`config.mk`:
```
export PLATFORM = sky130hd
export DESIGN_NAME = register_file_mp
export DESIGN_NICKNAME = d
export VERILOG_FILES = /design/src/rtl/cpu_types_pkg.sv /design/src/rtl/register_file_wb_ctrl.sv /design/src/rtl/register_file_mp.sv
export SDC_FILE = /design/constraint.sdc
export NUM_CORES = 2
export LEC_CHECK = 0
export ABC_CLOCK_PERIOD_IN_PS = 76300
export CAP_MARGIN = 5
export CORE_MARGIN = 2
export CORE_UTILIZATION = 40
export DETAILED_ROUTE_END_ITERATION = 10
export GPL_TIMING_DRIVEN = 0
export SYNTH_ARGS = -nofsm -noshare
export SYNTH_HDL_FRONTEND = slang
export SYNTH_SLANG_ARGS = --single-unit
export TNS_END_PERCENT = 50
```
`constraint.sdc`:
```
create_clock -name CLK -period 76.3 [get_ports CLK]
set_clock_uncertainty 0.15 [all_clocks]
set_input_delay 19.075 -clock CLK [delete_from_list [all_inputs] [get_ports CLK]]
set_output_delay 19.075 -clock CLK [all_outputs]
set_load 0.02 [all_outputs]
```
`src/rtl/cpu_types_pkg.sv`:
```
// Shared write-back select types for the register file and its controller.
package cpu_types_pkg;

  typedef enum logic [1:0] {
    DST_RT   = 2'd0,
    DST_RD   = 2'd1,
    DST_LINK = 2'd2
  } wdst_t;

  typedef enum logic [1:0] {
    SRC_ALU = 2'd0,
    SRC_MEM = 2'd1,
    SRC_PC4 = 2'd2
  } wsrc_t;

endpackage

```
`src/rtl/register_file_wb_ctrl.sv`:
```
// Write-back controller: destination decode, data select, and the load-wait FSM.
//   state     | meaning
//   IDLE      | accepting write-back requests
//   LOAD_WAIT | load issued without data; waiting for dhit, new requests ignored
module register_file_wb_ctrl
  import cpu_types_pkg::*;
#(
  parameter int AW       = 5,
  parameter int DATA_W   = 32,
  parameter int LINK_REG = 31
) (
  input  logic              CLK,
  input  logic              RST,
  input  logic [31:0]       wr_instr,
  input  logic [1:0]        wdst,
  input  logic [1:0]        wsrc,
  input  logic              reg_write,
  input  logic              ihit,
  input  logic              dhit,
  input  logic [DATA_W-1:0] alu_res,
  input  logic [DATA_W-1:0] pc4,
  input  logic [DATA_W-1:0] dload,
  output logic              busy,
  output logic              wr_commit,
  output logic [AW-1:0]     waddr,
  output logic [DATA_W-1:0] wdata
);

  typedef enum logic {IDLE, LOAD_WAIT} state_t;

  localparam logic [AW-1:0] LINK_A = AW'(LINK_REG);

  state_t          state, state_nxt;
  logic [AW-1:0]   cap_addr;
  logic [AW-1:0]   dest_addr;
  logic [DATA_W-1:0] src_data;
  logic            req;
  logic            unused_instr;

  // Only the rt/rd fields matter; the rest of the instruction is don't-care here.
  assign unused_instr = ^wr_instr;
  assign req          = reg_write & ihit;

  always_comb begin
    dest_addr = AW'(wr_instr[20:16]);
    case (wdst_t'(wdst))
      DST_RD:   dest_addr = AW'(wr_instr[15:11]);
      DST_LINK: dest_addr = LINK_A;
      default:  dest_addr = AW'(wr_instr[20:16]);
    endcase
  end

  always_comb begin
    src_data = alu_res;
    case (wsrc_t'(wsrc))
      SRC_MEM: src_data = dload;
      SRC_PC4: src_data = pc4;
      default: src_data = alu_res;
    endcase
  end

  always_ff @(posedge CLK or posedge RST) begin
    if (RST) begin
      state    <= IDLE;
      cap_addr <= '0;
    end else begin
      state <= state_nxt;
      if (state == IDLE && state_nxt == LOAD_WAIT) cap_addr <= dest_addr;
    end
  end

  always_comb begin
    state_nxt = state;
    wr_commit = 1'b0;
    case (state)
      IDLE: begin
        if (req) begin
          if (wsrc_t'(wsrc) != SRC_MEM || dhit) wr_commit = 1'b1;
          else                                   state_nxt = LOAD_WAIT;
        end
      end
      LOAD_WAIT: begin
        if (dhit) begin
          wr_commit = 1'b1;
          state_nxt = IDLE;
        end
      end
      default: state_nxt = IDLE;
    endcase
    if (RST) wr_commit = 1'b0;
  end

  assign busy  = (state == LOAD_WAIT);
  assign waddr = (state == LOAD_WAIT) ? cap_addr : dest_addr;
  assign wdata = (state == LOAD_WAIT) ? dload : src_data;

endmodule

```
`src/rtl/register_file_mp.sv`:
```
// Multi-read-port register file; register 0 is hardwired to zero, optional write bypass.
module register_file_mp
  import cpu_types_pkg::*;
#(
  parameter int NREGS    = 32,
  parameter int DATA_W   = 32,
  parameter int NRD      = 2,
  parameter int BYPASS   = 1,
  parameter int LINK_REG = NREGS - 1,
  localparam int AW      = $clog2(NREGS)
) (
  input  logic                  CLK,
  input  logic                  RST,
  input  logic [NRD*AW-1:0]     raddr,
  output logic [NRD*DATA_W-1:0] rdat,
  input  logic [31:0]           wr_instr,
  input  logic [1:0]            wdst,
  input  logic [1:0]            wsrc,
  input  logic                  reg_write,
  input  logic                  ihit,
  input  logic                  dhit,
  input  logic [DATA_W-1:0]     alu_res,
  input  logic [DATA_W-1:0]     pc4,
  input  logic [DATA_W-1:0]     dload,
  output logic                  busy,
  output logic                  wr_commit
);

  logic [DATA_W-1:0] regs [NREGS];
  logic [AW-1:0]     waddr;
  logic [DATA_W-1:0] wdata;

  register_file_wb_ctrl #(
    .AW       (AW),
    .DATA_W   (DATA_W),
    .LINK_REG (LINK_REG)
  ) u_wb_ctrl (
    .CLK       (CLK),
    .RST       (RST),
    .wr_instr  (wr_instr),
    .wdst      (wdst),
    .wsrc      (wsrc),
    .reg_write (reg_write),
    .ihit      (ihit),
    .dhit      (dhit),
    .alu_res   (alu_res),
    .pc4       (pc4),
    .dload     (dload),
    .busy      (busy),
    .wr_commit (wr_commit),
    .waddr     (waddr),
    .wdata     (wdata)
  );

  always_ff @(posedge CLK or posedge RST) begin
    if (RST) begin
      for (int i = 0; i < NREGS; i++) regs[i] <= '0;
    end else if (wr_commit && waddr != '0) begin
      regs[waddr] <= wdata;
    end
  end

  for (genvar g = 0; g < NRD; g++) begin : g_rd
    logic [AW-1:0] ra;
    logic          fwd;
    assign ra  = raddr[g*AW +: AW];
    // Forwarding never applies to register 0, even though its write still commits.
    assign fwd = (BYPASS != 0) && wr_commit && (ra == waddr) && (waddr != '0);
    assign rdat[g*DATA_W +: DATA_W] = fwd ? wdata : ((ra == '0) ? '0 : regs[ra]);
  end

endmodule
```
# Word level (Yosys, flattened, before mapping)
# Cells that the tools add are included.
# Widths: inputs -> output; s select.
[op_classes]
n_eq_ne = 7
reduce_logical = 11
n_mux = 26
bitwise = 5
order_cmp = 4
[ops]
columns = ["operator", "count"]
rows = [
  ["$bwmux 1024", 1],
  ["$bmux 32 s5", 2],
  ["$mux 32", 10],
  ["$demux 32 s5", 1],
  ["$pmux 32 s2", 1],
  ["$ge 6x6->1 const B", 3],
  ["$not 5->6", 3],
  ["$eq 5x5->1", 2],
  ["$logic_not 5->1", 2],
  ["$pmux 5 s2", 1],
  ["$logic_and 1x1->1", 7],
  ["$mux 1", 7],
  ["$lt 6x1->1 const B", 1],
  ["$mux 5", 1],
  ["$reduce_bool 5->1", 1],
  ["$eq 2x1->1 const B", 2],
  ["$eq 2x2->1 const B", 2],
  ["$pmux 1 s2", 2],
  ["$ne 2x1->1 const B", 1],
  ["$and 1x1->1", 1],
  ["$logic_or 1x1->1", 1],
  ["$not 1->1", 1],
]
[word_totals]
in_bits = 147
regBits = 1030

# Logic depth before layout (Yosys ltp)
[depth]
ltp_word = 9
mapped_depth = 12

# Hierarchy
# A second synthesis with hierarchy kept.
[hier_totals]
hier_cells = 4011
area_unflattened_um2 = 56482.9
[by_module_without_submodules]
columns = ["mod", "instances", "seq_area_each_um2", "area_each_um2", "cells_per_inst"]
rows = [
  ["register_file_mp", 1, 25624.6, 55070.3, 3845],
  ["register_file_wb_ctrl", 1, 150.1, 1412.6, 166],
]

# Least setup slack after synthesis
# No wires, ideal clock.
[synth_timing]
path_kind = "in2out"
from = "in wdst[0]"
to = "out rdat[33]"
slack_ns = 35.656
stages = 10
arrival_time_ns = 21.419
cell_sequence = "inv_1 -> ha_1 -> buf_6 -> nor2b_1 -> o31ai_2 -> xor2_1 -> nor4_1 -> nand4_2 -> buf_6 -> mux2i_1"
[synth_between]
elab_chain_cells = 7
[synth_rtl]
columns = ["element", "line", "text"]
rows = [
  ["from (decl)", "register_file_mp.sv:17", "input logic [1:0] wdst,"],
  ["$eq 2x2->1 / $eq 2x1->1 (equally long branches)", "register_file_wb_ctrl.sv:46", "case (wdst_t'(wdst))"],
  ["$pmux 5 s2 *", "register_file_wb_ctrl.sv:46", ""],
  ["$mux 5 *", "register_file_wb_ctrl.sv:94", "assign waddr = (state == LOAD_WAIT) ? cap_addr : dest_addr;"],
  ["$eq 5x5->1", "register_file_mp.sv:68", "assign fwd = (BYPASS != 0) && wr_commit && (ra == waddr) && (waddr != '0);"],
  ["$logic_and 1x1->1", "register_file_mp.sv:68", ""],
  ["$logic_and 1x1->1 *", "register_file_mp.sv:68", ""],
  ["$mux 32 *", "register_file_mp.sv:69", "assign rdat[g*DATA_W +: DATA_W] = fwd ? wdata : ((ra == '0) ? '0 : regs[ra]);"],
  ["to (decl)", "register_file_mp.sv:15", "output logic [NRD*DATA_W-1:0] rdat,"],
]
# Mark *: on every way between the ends. The rest lies on a longest branch, timed or not.

# Worst setup path in the final report
[layout_timing]
from = "in raddr[9]"
to = "out rdat[40]"
[layout_between]
elab_chain_cells = 6
[layout_rtl]
columns = ["element", "line", "text"]
rows = [
  ["from (decl)", "register_file_mp.sv:14", "input logic [NRD*AW-1:0] raddr,"],
  ["$not 5->6 (implied by the code)", "register_file_mp.sv:69", ""],
  ["$bmux 32 s5", "register_file_mp.sv:69", ""],
  ["$mux 32 (implied by the code) (2 in series)", "register_file_mp.sv:69", ""],
  ["$mux 32", "register_file_mp.sv:69", ""],
  ["$mux 32 *", "register_file_mp.sv:69", ""],
]
# Mark *: on every way between the ends. The rest lies on a longest branch, timed or not. The select of a mux whose other input is x is not followed.

==> flow_metrics.env <==
export IMPL_finalSetupTns_ns=0
export IMPL_combPwrFrac_pct=24.9
export IMPL_vias=48835
export IMPL_ys_types=61
export IMPL_ys_seq_area_share_pct=47.00
export IMPL_die_y_um=374.3
export IMPL_netlist_area_um2=54840
export IMPL_drive_gt1_share_pct=18.18
export IMPL_drtIter0Drc=7958
export IMPL_grt_first_pass_wirelength_um=370000
export IMPL_syn_inst=5066
export IMPL_grt_usage_pct=37.99
export IMPL_cts_hold_buf=0
export IMPL_place_area_um2=59230
export IMPL_clock_sinks=1030
export IMPL_clk_pin_slew_worst_paths_ns=0.06
export IMPL_numCtsBuffers=112
export IMPL_clock_path_buffers=3
export IMPL_io_buffers=182
export IMPL_layout_min_cycle_time_ns=43.92
export IMPL_p_sw_share_pct=33.61
export IMPL_status="finished, violations left"
export IMPL_place_ws_ns=32.76
export IMPL_pwr_density_cell_nw_per_um2=28.44
export IMPL_ios=213
export IMPL_synth_ff_type="dfrtp_1"
export IMPL_multiInputGateArea_um2=26240
export IMPL_fin_crit_sh_pct=57.56
export IMPL_yosys_warnings=0
export IMPL_layout_common_cells="1,030 x dfrtp_1, 683 x nand2_1, 509 x a21oi_1"
export IMPL_die_x_um=374.3
export IMPL_yosysTopAreaCell="dfrtp_1"
export IMPL_crit_fanout=10
export IMPL_grt_max_degree=127
export IMPL_required_ns=57.07
export IMPL_gp_congestion=1.094
export IMPL_cap_violations=4
export IMPL_p_leak_uw=0.02762
export IMPL_crit_buf_inv=5
export IMPL_tightest_slew_ns=1.582
export IMPL_endpoint_kind="primary output"
export IMPL_core_rowCount=135
export IMPL_crit_path_max_incr_delay_ns=0.94
export IMPL_nets=5531
export IMPL_hold_violations=0
export IMPL_nFillCells=12761
export IMPL_clock_latency_ns=0.75
export IMPL_setup_viol=0
export IMPL_arrival_ns=24.69
export IMPL_fmax_mhz=22.77
export IMPL_p_int_uw=1193
export IMPL_dieArea_um2=140100
export IMPL_yosysTopAreaCellShare_pct=47.00
export IMPL_cpMostUsedCell="clkbuf_1"
export IMPL_syn_area_per_cell_um2=10.82
export IMPL_final_common_cell="dfrtp_1"
export IMPL_postCtsSetupBuffers=0
export IMPL_wl_um=269700
export IMPL_hpwl_um=196400
export IMPL_final_core_util_pct=46.51
export IMPL_cts_resized=0
export IMPL_antenna_found_initial=8
export IMPL_critPathKind="in -> out"
export IMPL_relSlewSlack_pct=-5.591
export IMPL_h_tree_depth=3
export IMPL_power_frac_seq_pct=42.2
export IMPL_synth_edf_count=0
export IMPL_synthArstFlopShare_pct=100.0
export IMPL_clockPowerShare_pct=32.9
export IMPL_power_switching_uw=603.9
export IMPL_cts_root_buffer="clkbuf_16"
export IMPL_initial_utilization_pct=40.38
export IMPL_finalInstanceArea_um2=63160
export IMPL_min_path_type="reg -> reg"
export IMPL_routedWlPerCell_um=37.16
export IMPL_cp_top_family="buffers and inverters"
export IMPL_dr_pass1_iters=7
export IMPL_synth_nets=5217
export IMPL_violations="capacitance limit, slew limit"
export IMPL_syn_to_final_growth_pct=15.18
export IMPL_regArea_um2=25770
export IMPL_peakVddDrop_v=0.00001831
export IMPL_vias_per_cell=6.730
export IMPL_drc=0
export IMPL_globalRouteOverflowTotal=0
export IMPL_cp_cell_sequence="clkdlybuf4s50_1, clkbuf_1, clkbuf_1, nor2_1, nor2_1, clkbuf_1, a22oi_1, mux2i_1, clkdlybuf4s50_1"
export IMPL_synthTopCellsByArea="dfrtp_1 47%, mux4_2 17%, nand2_1 4.7%"
export IMPL_setup_slack_ns=32.38
export IMPL_cpMaxStageDelayCell="clkbuf_1"
export IMPL_antenna_left=0
export IMPL_core_area_um2=135800
export IMPL_r2r_setup_slack_ns=72.18
export IMPL_grt_pass1_vias=46977
export IMPL_cts_tree="done"
export IMPL_critPathLaunchType="input port"
export IMPL_ys_ff_latch=1030
export IMPL_rsz0062_at_grt="false"
export IMPL_drv_slew=44
## worst register-to-register path: cells and delay by family, from the launching register on
family                 cells  cell delay [ns]
AOI/OAI and AO/OA          3             1.18
buffers and inverters      3             1.34
DFF                        1             0.46
and+or+nand+nor            1             0.88
## synth_stat cells (all sizes together), types with 11 or more instances
library cell     n
buf            261
nor2b           16
nand4           11
a22o            24
o31ai           23
mux2            52
o211ai          15
nor3            12
o221ai          30
o21ai          575
mux4           425
clkbuf         298
a22oi          212
nand2          683
a21oi          509
nor2           502
nand3           11
a211oi          32
mux2i          210
o22ai           44
dfrtp         1030
## power groups by stage
| stage | Combinational (uW) | Clock (uW) | Sequential [uW] |
|---|---|---|---|
| after global routing | 471 | 607 | 768 |
| final | 448 | 591 | 758 |
| after global placement | 417 | 0 | 755 |
| after floorplan | 288 | 0 | 728 |
| after CTS | 429 | 585 | 750 |
| after detailed placement | 429 | 0 | 758 |
## path summary, 6_finish.rpt
path                                          startpoint                        to  depth (start not counted)
worst max-delay path                            raddr[9]                  rdat[40]                          9
max in group asynchronous                            RST     regs[753]$_DFFE_PP0P_                          5
worst min-delay path               regs[995]$_DFFE_PP0P_     regs[995]$_DFFE_PP0P_                          1
min in group asynchronous                            RST  u_wb_ctrl.busy$_DFF_PP0_                          2
worst min register to register     regs[995]$_DFFE_PP0P_     regs[995]$_DFFE_PP0P_                          1
worst max register to register  u_wb_ctrl.busy$_DFF_PP0_     regs[891]$_DFFE_PP0P_                          7
## flip-flops by register name, indices dropped and copies added, names as in the netlist
signal	count
u_wb_ctrl.busy	1
regs	1024
u_wb_ctrl.cap_addr	5
## kinds of logic after synthesis
logic type,count (synthesis),share of synthesized area [%]
AOI/OAI and AO/OA,1486,15.81
and+or+nand+nor,1281,9.435
DFF,1030,47.00
muxes,687,22.36
buffers and inverters,568,5.143
xor gates and xnor gates,10,0.1597
adders and majority gates,4,0.09127
## metal layers
metal / GRT usage [%] / routed length [um] / up-vias
met4: 26.38 / 22180 / 18
li1: - / - / 19081
met5: 0.5832 / 261 / -
met2: 52.13 / 109100 / 4062
met3: 17.68 / 42370 / 986
met1: 47.13 / 95740 / 24688
## cell type report
type                            count  share of cell area, %
Buffer                            559                  4.422
Tap cell                         1781                  3.528
Inverter                            9                0.06537
Sequential cell                  1030                  40.81
Clock buffer                      148                  5.054
Multi-Input combinational cell   3468                  41.55
Antenna cell                        7                0.02773
Timing Repair Buffer              200                  3.504
Clock inverter                     54                  1.040
## stage by stage
stage	hold slack (ns)	cells	total power [uW]
4_1_cts	0.3342	7245	1765
5_1_grt	0.3528	7251	1845
3_3_place_gp	0.3037	7029	1171
2_1_floorplan	0.2913	5066	1017
3_5_place_dp	0.3184	7043	1187
6_report	0.3343	7256	1797
Note: power is estimated with default switching activity, not from simulation.
